--- src/rtl/vga_image_pixel_path.sv ---
// Grayscale image pixel path behind the VGA timing generator: ROM fetch, frame-synchronous brightness, RGB332 out.
// Optional build macro IMG_INVERT_EN adds a synchronized 'invert' input that negates the pixel after clamping.
module vga_image_pixel_path #(
   parameter int IMG_W   = 128,
   parameter int IMG_H   = 128,
   parameter int ADDR_W  = 14,
   parameter int H_START = 145,
   parameter int V_START = 32,
   parameter int STEP    = 16
) (
   input  logic              clk,
   input  logic              clear,
   input  logic [9:0]        hcount,
   input  logic [9:0]        vcount,
   input  logic              video_on,
   input  logic              hsync_in,
   input  logic              vsync_in,
   input  logic              btn_up,
   input  logic              btn_dn,
`ifdef IMG_INVERT_EN
   input  logic              invert,
`endif
   output logic [ADDR_W-1:0] rom_addr,
   input  logic [7:0]        rom_data,
   output logic              hsync,
   output logic              vsync,
   output logic [2:0]        red,
   output logic [2:0]        green,
   output logic [1:0]        blue,
   output logic [8:0]        brightness
);

   localparam int XB = $clog2(IMG_W);

   typedef enum logic [1:0] {REQ_NONE, REQ_UP, REQ_DN} req_t;

   logic [9:0]        x, y;
   logic              in_img;
   logic              s0_in, s0_vid, s0_hs, s0_vs;
   logic              s1_in, s1_vid, s1_hs, s1_vs;
   logic signed [9:0] sum;
   logic [7:0]        p, pix;
   logic              up_meta, up_sync, up_prev, dn_meta, dn_sync, dn_prev;
   logic              up_edge, dn_edge, frame_start;
   req_t              pending, new_req;
   logic signed [9:0] bright_ext, up_sum, dn_sum;

   assign x = hcount - 10'(H_START);
   assign y = vcount - 10'(V_START);
   assign in_img = video_on && (hcount >= 10'(H_START)) && (x < 10'(IMG_W))
                   && (vcount >= 10'(V_START)) && (y < 10'(IMG_H));

   // Three register stages: address, ROM's own output register, colour; flags ride alongside
   always_ff @(posedge clk or posedge clear) begin
      if (clear) begin
         rom_addr <= '0;
         {s0_in, s0_vid, s0_hs, s0_vs} <= '0;
         {s1_in, s1_vid, s1_hs, s1_vs} <= '0;
         {hsync, vsync} <= '0;
         red   <= '0;
         green <= '0;
         blue  <= '0;
      end else begin
         if (in_img)
            rom_addr <= ADDR_W'({y, x[XB-1:0]});
         {s0_in, s0_vid, s0_hs, s0_vs} <= {in_img, video_on, hsync_in, vsync_in};
         {s1_in, s1_vid, s1_hs, s1_vs} <= {s0_in, s0_vid, s0_hs, s0_vs};
         {hsync, vsync} <= {s1_hs, s1_vs};
         if (s1_in && s1_vid) begin
            red   <= pix[7:5];
            green <= pix[7:5];
            blue  <= pix[7:6];
         end else begin
            red   <= '0;
            green <= '0;
            blue  <= '0;
         end
      end
   end

   assign bright_ext = {brightness[8], brightness};
   assign sum = $signed({2'b00, rom_data}) + bright_ext;

   always_comb begin
      p = sum[7:0];
      if (sum < 10'sd0)
         p = 8'h00;
      else if (sum > 10'sd255)
         p = 8'hFF;
   end

`ifdef IMG_INVERT_EN
   logic inv_meta, inv_sync;

   always_ff @(posedge clk or posedge clear) begin
      if (clear) begin
         inv_meta <= 1'b0;
         inv_sync <= 1'b0;
      end else begin
         inv_meta <= invert;
         inv_sync <= inv_meta;
      end
   end

   assign pix = inv_sync ? ~p : p;
`else
   assign pix = p;
`endif

   // Buttons are asynchronous levels: synchronize, then keep one more flop for edge detection
   always_ff @(posedge clk or posedge clear) begin
      if (clear) begin
         {up_meta, up_sync, up_prev} <= '0;
         {dn_meta, dn_sync, dn_prev} <= '0;
      end else begin
         {up_meta, up_sync, up_prev} <= {btn_up, up_meta, up_sync};
         {dn_meta, dn_sync, dn_prev} <= {btn_dn, dn_meta, dn_sync};
      end
   end

   assign up_edge     = up_sync && !up_prev;
   assign dn_edge     = dn_sync && !dn_prev;
   assign frame_start = (hcount == 10'd0) && (vcount == 10'd0);
   assign up_sum      = bright_ext + $signed(10'(STEP));
   assign dn_sum      = bright_ext - $signed(10'(STEP));

   always_comb begin
      new_req = REQ_NONE;
      if (up_edge && !dn_edge)
         new_req = REQ_UP;
      else if (dn_edge && !up_edge)
         new_req = REQ_DN;
   end

   // Offset only moves at the top-left of the frame; an edge seen on that same cycle waits a frame
   always_ff @(posedge clk or posedge clear) begin
      if (clear) begin
         pending    <= REQ_NONE;
         brightness <= '0;
      end else if (frame_start) begin
         if (pending == REQ_UP)
            brightness <= (up_sum > 10'sd127) ? 9'd127 : up_sum[8:0];
         else if (pending == REQ_DN)
            brightness <= (dn_sum < -10'sd128) ? 9'h180 : dn_sum[8:0];
         pending <= new_req;
      end else if (new_req != REQ_NONE) begin
         pending <= new_req;
      end
   end

endmodule

--- config.mk ---
export PLATFORM = sky130hd
export DESIGN_NAME = vga_image_pixel_path
export DESIGN_NICKNAME = d
export VERILOG_FILES = /design/src/rtl/vga_image_pixel_path.sv
export SDC_FILE = /design/constraint.sdc
export NUM_CORES = 1
export LEC_CHECK = 0
export CAP_MARGIN = 25
export CORE_AREA = 2 2 77 135
export CTS_CLUSTER_SIZE = 16
export DETAILED_ROUTE_END_ITERATION = 7
export DIE_AREA = 0 0 79 137
export SLEW_MARGIN = 20
export SYNTH_ARGS = -nofsm -noshare
export SYNTH_HDL_FRONTEND = slang
export SYNTH_SLANG_ARGS = --single-unit
--- constraint.sdc ---
create_clock -name clk -period 2 [get_ports clk]
set_input_delay 0.2 -clock clk [delete_from_list [all_inputs] [get_ports clk]]
set_output_delay 0.2 -clock clk [all_outputs]
set_load 0.005 [all_outputs]
==> results.sh, run 1 <==
export IMPL_worstPathRequired_ns=2.17
export IMPL_syn_nets=282
export IMPL_slowest_stage="dfrtp_2"
export IMPL_power_mw=2.17
export IMPL_insertion_delay_ns=0.28
export IMPL_initial_core_util_pct=24.5
export IMPL_maxSlewViolCount=0
export IMPL_syn_inst=230
export IMPL_postLayoutCoreUtil_pct=37.2
export IMPL_drt_pass1_iter_count=4
export IMPL_worstReg2RegStart="brightness[2]"
export IMPL_cp_slowest_stage_delay_ns=0.43
export IMPL_place_ws_ns=-0.490
export IMPL_setup_viol_count_final=0
export IMPL_grt_use_total_pct=11.2
export IMPL_power_density_nw_per_um2=600
export IMPL_first_iter_violations=138
export IMPL_die_h_um=137
export IMPL_port_buffers=67
export IMPL_die_w_um=79
export IMPL_cp_startpoint="brightness[2]"
export IMPL_grt_max_degree=42
export IMPL_cp_end_kind="flip-flop"
export IMPL_worstMarginPinSlew_ns=0.570
export IMPL_grt_pass1_vias=2096
export IMPL_ant_nets=0
export IMPL_finalHoldViolCount=0
export IMPL_synthesis_area_sq_um=2390
export IMPL_io_pins=68
export IMPL_fin_crit_sh_pct=96.8
export IMPL_outcome="completed"
export IMPL_synth_edf_count=0
export IMPL_period_minus_slack_ns=1.94
export IMPL_critical_path_most_common_cell="a211oi_2"
export IMPL_postLayoutCellArea_sq_um=3610
export IMPL_cp_num_cells=8
export IMPL_overflow=0
export IMPL_fin_skew_ns=0.00166
export IMPL_ys_ff_latch=41
export IMPL_cp_endpoint="blue[1]"
export IMPL_criticalPathCategory="flip-flop to flip-flop"
export IMPL_critPathBufInv=1
export IMPL_place_congestion=0.833
export IMPL_cp_arrival_ns=2.10
export IMPL_ys_types=45
export IMPL_final_cell_mix="clkdlybuf4s50_1, dfrtp_1, buf_4, inv_1, ha_1"
export IMPL_cts_path_max_buffers=2
export IMPL_ir_drop_v=0.000440
export IMPL_cts_max_level=2
export IMPL_yosys_warnings=0
export IMPL_synth_avg_cell_area_sq_um=10.4
export IMPL_grt_pass1_wl_um=9450
export IMPL_cap_viol_max_count=0
export IMPL_area_growth_pct=51.4
export IMPL_num_nets_final=376
export IMPL_root_buffer="clkbuf_16"
export IMPL_drive_gt1_share_pct=24.0
export IMPL_p_leak_nw=1.58
export IMPL_max_freq_mhz=517
export IMPL_dpl_hpwl_um=4360
export IMPL_synth_seq_area_share_pct=43.0
export IMPL_vias=2036
export IMPL_setup_ws_ns=0.0649
export IMPL_async_flop_share_pct=100
export IMPL_rsz0062_at_grt="yes"
export IMPL_r2r_worst_path_cells=8
export IMPL_clk_pin_slew_ns=0.06
export IMPL_synthFlopType="dfrtp_1"
export IMPL_drt_drc_violations_left=0
export IMPL_relSlewSlack_pct=62.0
export IMPL_design_core_area_sq_um=9730
export IMPL_placed_area_sq_um=3360
export IMPL_mostFrequentLayoutCell="clkdlybuf4s50_1"
export IMPL_antenna_found_initial=0
export IMPL_die_area_sq_um=10800
export IMPL_critPathLaunchType="flip-flop"
export IMPL_cp_max_fo=6
export IMPL_cts_tree="done"
export IMPL_crit_family="compound AO/OA/AOI/OAI gates"
export IMPL_wl_per_cell_um=13.0
export IMPL_viasPerCell=4.52
export IMPL_rows=48
export IMPL_rr_endpoint="blue[1]"
export IMPL_rrSetupSlack_ns=0.06
export IMPL_antenna_cells=0
export IMPL_crit_chain="ha_4 > inv_2 > fa_2 > nor2b_4 > o2111ai_4 > a31o_2 > a211oi_2 > a211oi_2"
export IMPL_cts_sink_count=41
export IMPL_cts_buffers_inserted=5
export IMPL_min_path_type="input pin to async pin"
export IMPL_wl_um=5850
==> repair_timing <==
action | in CTS | in global routing
gates resized for setup | 14 | 16
pin swaps | 8 | 4
cloned | 0 | 0
setup buffers | 3 | 0
endpoints found under the setup margin | 19 | 19
hold buffers | 0 | 0
==> report_power, final <==
| part | internal (mW) | switching [mW] | total [mW] | leakage (nW) |
|---|---|---|---|---|
| Sequential | 0.897 | 0.0362 | 0.933 | 0.512 |
| Combinational | 0.268 | 0.161 | 0.429 | 1.00 |
| Clock | 0.464 | 0.343 | 0.808 | 0.0702 |
==> cells by family after synthesis <==
logic type / after synthesis / synth area share, %
AO/OA/AOI/OAI: 61 / 17.5
AND/OR/NAND/NOR: 53 / 11.5
flip-flops: 41 / 43.0
buffers and inverters: 35 / 7.76
adder cells (fa/ha/maj): 17 / 9.22
multiplexers: 15 / 8.12
XOR/XNOR: 8 / 2.94
==> worst reg2reg max path, stage by stage, from the launching register on <==
cell       delay (ns)
dfrtp_2          0.43
ha_4             0.16
inv_2            0.04
fa_2             0.36
nor2b_4          0.14
o2111ai_4        0.16
a31o_2           0.26
a211oi_2         0.19
a211oi_2         0.09
==> per-stage QoR <==
stage / hold WS, ns / setup TNS [ns] / instances
floorplan: 0.231 / 0 / 230
detailed placement: 0.335 / -9.60 / 439
finish: 0.237 / 0 / 450
global placement: 0.333 / -8.55 / 439
CTS: 0.249 / -0.0487 / 450
global route: 0.258 / -0.0531 / 450
==> synth_stat cells, types with 4 or more instances <==
master / count / area (sq um)
mux2_4: 7 / 105
nand3_1: 6 / 30.0
o21ai_0: 15 / 75.1
nand2_1: 9 / 33.8
mux2_2: 7 / 78.8
a211oi_1: 6 / 45.0
dfrtp_1: 41 / 1030
inv_1: 19 / 71.3
xor2_1: 5 / 43.8
buf_4: 8 / 60.1
nand2b_1: 7 / 43.8
ha_1: 16 / 200
or3_1: 4 / 25.0
nor2_1: 14 / 52.6
clkbuf_1: 6 / 22.5
a21oi_1: 14 / 70.1
o31ai_1: 5 / 37.5
==> state kept, by name (all words and copies together) (netlist names), 2 cells and up <==
name        flops
pending         2
rom_addr       14
brightness      6
blue            2
==> cell type report <==
| class | count | area [sq um] |
|---|---|---|
| Tap cell | 125 | 156 |
| Sequential cell | 41 | 1030 |
| Clock inverter | 3 | 21.3 |
| Inverter | 19 | 71.3 |
| Multi-Input combinational cell | 154 | 1270 |
| Clock buffer | 5 | 125 |
| Timing Repair Buffer | 103 | 943 |
| Fill cell | 999 | 6110 |
==> worst min path at each step <==
stage                     slack [ns]    from  endpoint  depth (start not counted)
after floorplan                 0.23  btn_dn   dn_meta                          0
after global placement          0.33   s1_hs     hsync                          0
after detailed placement        0.33  s0_vid    s1_vid                          0
after CTS                       0.25   clear     hsync                          3
after global routing            0.26   clear     hsync                          3
final                           0.24   clear  green[0]                          3
==> layer usage <==
layer  routed length [um]  track usage, %  vias up
li1                     -               -      999
met1                 2280            12.1      957
met2                 3140            20.4       70
met3                  304            2.24       10
met4                  122            5.27        0
met5                    0               0        -
Power figures use the tool's default switching activity.
==> run 2: changes to the inputs <==
--- a/config.mk
+++ b/config.mk
@@ -10,6 +10,7 @@
 export CTS_CLUSTER_SIZE = 16
 export DETAILED_ROUTE_END_ITERATION = 7
 export DIE_AREA = 0 0 79 137
+export SKIP_CTS_REPAIR_TIMING = 1
 export SLEW_MARGIN = 20
 export SYNTH_ARGS = -nofsm -noshare
 export SYNTH_HDL_FRONTEND = slang
==> results.sh, run 2 (synthesis gave the netlist of run 1 again) <==
export IMPL_worstMarginPinSlew_ns=0.544
export IMPL_first_iter_violations=113
export IMPL_failed_checks="negative setup slack"
export IMPL_setup_viol_count_final=2
export IMPL_die_w_um=79
export IMPL_place_inst=439
export IMPL_gr_usage_met2_pct=20.3
export IMPL_num_nets_final=377
export IMPL_p_sw_uw=542
export IMPL_ir_drop_v=0.000440
export IMPL_die_h_um=137
export IMPL_overflow=0
export IMPL_period_minus_slack_ns=2.02
export IMPL_power_density_nw_per_um2=596
export IMPL_largest_reg_flops=14
export IMPL_relSlewSlack_pct=63.7
export IMPL_mostFrequentLayoutCell="clkdlybuf4s50_1"
export IMPL_clockPowerShare_pct=37.2
export IMPL_root_buffer="clkbuf_16"
export IMPL_cp_arrival_ns=2.22
export IMPL_fill_cells=995
export IMPL_cp_end_kind="flip-flop"
export IMPL_die_area_sq_um=10800
export IMPL_cts_tree="done"
export IMPL_grt_pass1_wl_um=9340
export IMPL_design_core_area_sq_um=9730
export IMPL_drive_gt1_share_pct=23.6
export IMPL_final_cell_mix="clkdlybuf4s50_1, dfrtp_1, buf_4, inv_1, ha_1"
export IMPL_io_pins=68
export IMPL_fin_tns_setup_ns=-0.0159
export IMPL_met3_usage_pct=2.24
export IMPL_wl_per_cell_um=12.9
export IMPL_ant_nets=0
export IMPL_max_freq_mhz=496
export IMPL_grt_max_degree=42
export IMPL_r2r_worst_path_cells=8
export IMPL_rows=48
export IMPL_area_growth_pct=52.7
export IMPL_p_int_mw=1.63
export IMPL_port_buffers=67
export IMPL_grt_pass1_vias=2064
export IMPL_grt_use_total_pct=11.1
export IMPL_regMostFlops="rom_addr"
export IMPL_worstReg2RegStart="brightness[2]"
export IMPL_cts_max_level=2
export IMPL_rsz0062_at_grt="yes"
export IMPL_fin_skew_ns=0.00234
export IMPL_viasPerCell=4.50
export IMPL_critPathLaunchType="flip-flop"
export IMPL_min_path_type="input pin to async pin"
export IMPL_layout_cells_non_filler=451
export IMPL_grt_use_met1_pct=12.0
export IMPL_setup_ws_ns=-0.0152
export IMPL_vias=2030
export IMPL_largest_registers="rom_addr: 14 flops, brightness: 6 flops"
export IMPL_p_leak_nw=1.62
export IMPL_dpl_hpwl_um=4360
export IMPL_criticalPathCategory="flip-flop to flip-flop"
export IMPL_cp_max_fo=5
export IMPL_finalHoldViolCount=0
export IMPL_initial_core_util_pct=24.5
export IMPL_fin_crit_sh_pct=101
export IMPL_clk_pin_slew_ns=0.06
export IMPL_antenna_found_initial=0
export IMPL_worstPathRequired_ns=2.20
export IMPL_p_sw_share_pct=24.9
export IMPL_rrSetupSlack_ns=-0.02
export IMPL_p_comb_share_pct=19.9
export IMPL_rr_endpoint="green[0]"
export IMPL_wl_um=5820
export IMPL_antenna_cells=0
export IMPL_cts_sink_count=41
export IMPL_place_ws_ns=-0.490
export IMPL_cap_viol_max_count=0
export IMPL_drt_pass1_iter_count=4
export IMPL_maxSlewViolCount=0
export IMPL_place_congestion=0.833
export IMPL_cts_path_max_buffers=2
export IMPL_postLayoutCoreUtil_pct=37.5
export IMPL_grt_busiest_layer="met2"
export IMPL_cts_buffers_inserted=5
export IMPL_outcome="finished, violations left"
export IMPL_drt_drc_violations_left=0
export IMPL_insertion_delay_ns=0.29
export IMPL_seq_power_share_pct=42.9
==> run 2: cell types whose count changed in the layout (fill, tap and decap cells not counted), sizes merged <==
cell,previous run,this run
buf,36,37
clkbuf,7,5
clkdlybuf4s50,62,63
dlygate4sd2,3,0
dlymetal6s2s,0,4
==> run 2: how the worst max path moves through the flow <==
stage	from	to	slack [ns]	depth (start not counted)
finish	brightness[2]	green[0]	-0.02	8
CTS	hcount[0]	rom_addr[4]	-0.19	7
detailed placement	hcount[0]	rom_addr[6]	-0.49	7
floorplan	hcount[0]	rom_addr[0]	0.06	7
global route	brightness[2]	green[0]	-0.13	8
global placement	hcount[0]	rom_addr[3]	-0.45	7
==> run 2: worst max-delay path, cell delays in order (launching register included) <==
cell and delay, ns:
dfrtp_2 0.42, ha_4 0.16, inv_2 0.04, fa_2 0.38
nor2b_4 0.14, o2111ai_4 0.18, a211oi_4 0.32, o32ai_2 0.11
a21oi_1 0.19
==> run 2: area by class of cell <==
cell class,count,area [sq um],area share (%)
multi-input combinational,154,1270,34.9
inverter,19,71.3,1.96
clock buffer,5,125,3.43
clock inverter,3,21.3,0.583
sequential,41,1030,28.2
tap,125,156,4.29
timing repair buffer,104,971,26.6
==> run 2: routing by layer <==
metal / up-vias / routed length, um
li1: 1002 / -
met1: 945 / 2240
met2: 73 / 3150
met3: 10 / 315
met4: 0 / 116
met5: - / 0
==> run 2: per-stage QoR <==
stage               power [mW]  hold slack (ns)  cell area [sq um]
finish                    2.17            0.237               3650
detailed placement        1.37            0.335               3360
floorplan                 1.11            0.231               2390
global placement          1.37            0.333               3360
CTS                       2.20            0.249               3510
global route              2.29            0.258               3650
==> run 2: power by group through the flow <==
stage                     Clock [mW]  Combinational, mW  Sequential (mW)
after floorplan                    0              0.169            0.944
after global placement             0              0.420            0.947
after detailed placement           0              0.427            0.945
after CTS                      0.841              0.429            0.934
after global routing           0.873              0.476            0.941
final                          0.808              0.432            0.933
==> run 3: changes to the inputs <==
--- a/config.mk
+++ b/config.mk
@@ -7,6 +7,7 @@
 export LEC_CHECK = 0
 export CAP_MARGIN = 25
 export CORE_AREA = 2 2 77 135
+export CTS_BUF_LIST = sky130_fd_sc_hd__clkbuf_2
 export CTS_CLUSTER_SIZE = 16
 export DETAILED_ROUTE_END_ITERATION = 7
 export DIE_AREA = 0 0 79 137
==> results.sh, run 3 (synthesis gave the netlist of run 1 again) <==
export IMPL_outcome="finished, violations left"
export IMPL_failed_checks="negative setup slack"
export IMPL_rrSetupSlack_ns=-0.05
export IMPL_cts_tree="done"
export IMPL_die_area_sq_um=10800
export IMPL_cp_max_fo=5
export IMPL_min_path_type="input pin to async pin"
export IMPL_drt_drc_violations_left=0
export IMPL_cp_arrival_ns=2.40
export IMPL_mostFrequentLayoutCell="clkdlybuf4s50_1"
export IMPL_r2r_worst_path_cells=8
export IMPL_wl_per_cell_um=12.6
export IMPL_period_minus_slack_ns=2.05
export IMPL_cts_buffers_inserted=5
export IMPL_grt_use_total_pct=10.7
export IMPL_p_sw_share_pct=28.3
export IMPL_design_core_area_sq_um=9730
export IMPL_port_buffers=67
export IMPL_grt_pass1_vias=2047
export IMPL_wl_um=5710
export IMPL_area_growth_pct=48.4
export IMPL_die_h_um=137
export IMPL_relSlewSlack_pct=76.9
export IMPL_finalHoldViolCount=0
export IMPL_p_comb_share_pct=24.6
export IMPL_initial_core_util_pct=24.5
export IMPL_vias=2042
export IMPL_p_sw_uw=495
export IMPL_p_int_mw=1.26
export IMPL_grt_max_degree=42
export IMPL_cts_path_max_buffers=2
export IMPL_p_leak_nw=1.56
export IMPL_setup_ws_ns=-0.0454
export IMPL_criticalPathCategory="flip-flop to flip-flop"
export IMPL_maxSlewViolCount=0
export IMPL_fill_cells=1001
export IMPL_die_w_um=79
export IMPL_overflow=0
export IMPL_first_iter_violations=101
export IMPL_rr_endpoint="green[0]"
export IMPL_critPathLaunchType="flip-flop"
export IMPL_io_pins=68
export IMPL_layout_cells_non_filler=452
export IMPL_worstMarginPinSlew_ns=0.345
export IMPL_fin_crit_sh_pct=102
export IMPL_max_freq_mhz=489
export IMPL_largest_reg_flops=14
export IMPL_grt_pass1_wl_um=9120
export IMPL_drive_gt1_share_pct=23.9
export IMPL_final_cell_mix="clkdlybuf4s50_1, dfrtp_1, buf_4, inv_1, ha_1"
export IMPL_regMostFlops="rom_addr"
export IMPL_root_buffer="clkbuf_2"
export IMPL_ir_drop_v=0.000354
export IMPL_largest_registers="rom_addr: 14 flops, brightness: 6 flops"
export IMPL_fin_tns_setup_ns=-0.0606
export IMPL_drt_pass1_iter_count=4
export IMPL_place_inst=439
export IMPL_clk_pin_slew_ns=0.23
export IMPL_cap_viol_max_count=0
export IMPL_dpl_hpwl_um=4360
export IMPL_insertion_delay_ns=0.41
export IMPL_num_nets_final=378
export IMPL_worstPathRequired_ns=2.35
export IMPL_worst_hold_slack_ns=0.0680
export IMPL_cp_end_kind="flip-flop"
export IMPL_power_mw=1.75
export IMPL_antenna_cells=0
export IMPL_viasPerCell=4.52
export IMPL_fin_skew_ns=0.0104
export IMPL_worstReg2RegStart="brightness[2]"
export IMPL_rows=48
export IMPL_rsz0062_at_grt="yes"
export IMPL_seq_power_share_pct=53.2
export IMPL_cts_max_level=2
export IMPL_setup_viol_count_final=2
export IMPL_place_congestion=0.833
export IMPL_antenna_found_initial=0
export IMPL_ant_nets=0
export IMPL_clockPowerShare_pct=22.1
export IMPL_power_density_nw_per_um2=494
export IMPL_cts_sink_count=41
## run 3: cell type report
type	instances	area [sq um]	share of cell area [%]
timing repair buffer	105	973	27.5
tap	125	156	4.41
sequential	41	1030	29.1
clock inverter	3	21.3	0.600
inverter	19	71.3	2.01
clock buffer	5	25.0	0.706
multi-input combinational	154	1270	35.7
## run 3: worst max-delay path by stage
stage / start / endpoint / slack, ns / cells past startpoint
6_report: brightness[2] / green[0] / -0.05 / 8
3_3_place_gp: hcount[0] / rom_addr[3] / -0.45 / 7
4_1_cts: brightness[2] / green[0] / -0.18 / 8
2_1_floorplan: hcount[0] / rom_addr[0] / 0.06 / 7
3_5_place_dp: hcount[0] / rom_addr[6] / -0.49 / 7
5_1_grt: brightness[2] / green[0] / -0.13 / 8
## run 3: per-layer routing
| metal | track usage, % | up-vias | routed length [um] |
|---|---|---|---|
| li1 | - | 1008 | - |
| met1 | 11.4 | 950 | 2230 |
| met2 | 20.2 | 76 | 3070 |
| met3 | 2.24 | 8 | 320 |
| met4 | 4.21 | 0 | 86 |
| met5 | 0 | - | 0 |
## run 3: worst max-delay path, cell delays in order, from the launching register on
cell,delay (ns)
dfrtp_2,0.48
ha_4,0.16
inv_2,0.04
fa_2,0.38
nor2b_4,0.14
o2111ai_4,0.18
a211oi_4,0.32
o32ai_2,0.11
a21oi_1,0.19
## run 3: power groups by stage
| stage | sequential (mW) | clock [mW] | combinational [mW] |
|---|---|---|---|
| 6_report | 0.932 | 0.387 | 0.431 |
| 5_1_grt | 0.942 | 0.443 | 0.475 |
| 4_1_cts | 0.933 | 0.416 | 0.429 |
| 3_5_place_dp | 0.945 | 0 | 0.427 |
| 3_3_place_gp | 0.947 | 0 | 0.420 |
| 2_1_floorplan | 0.944 | 0 | 0.169 |
## run 3: metrics by stage
step	setup WS, ns	area [sq um]	utilization [%]
3_3_place_gp	-0.446	3360	34.6
6_report	-0.0454	3540	36.4
2_1_floorplan	0.0590	2390	-
5_1_grt	-0.133	3540	36.4
4_1_cts	-0.180	3410	35.0
3_5_place_dp	-0.490	3360	34.6
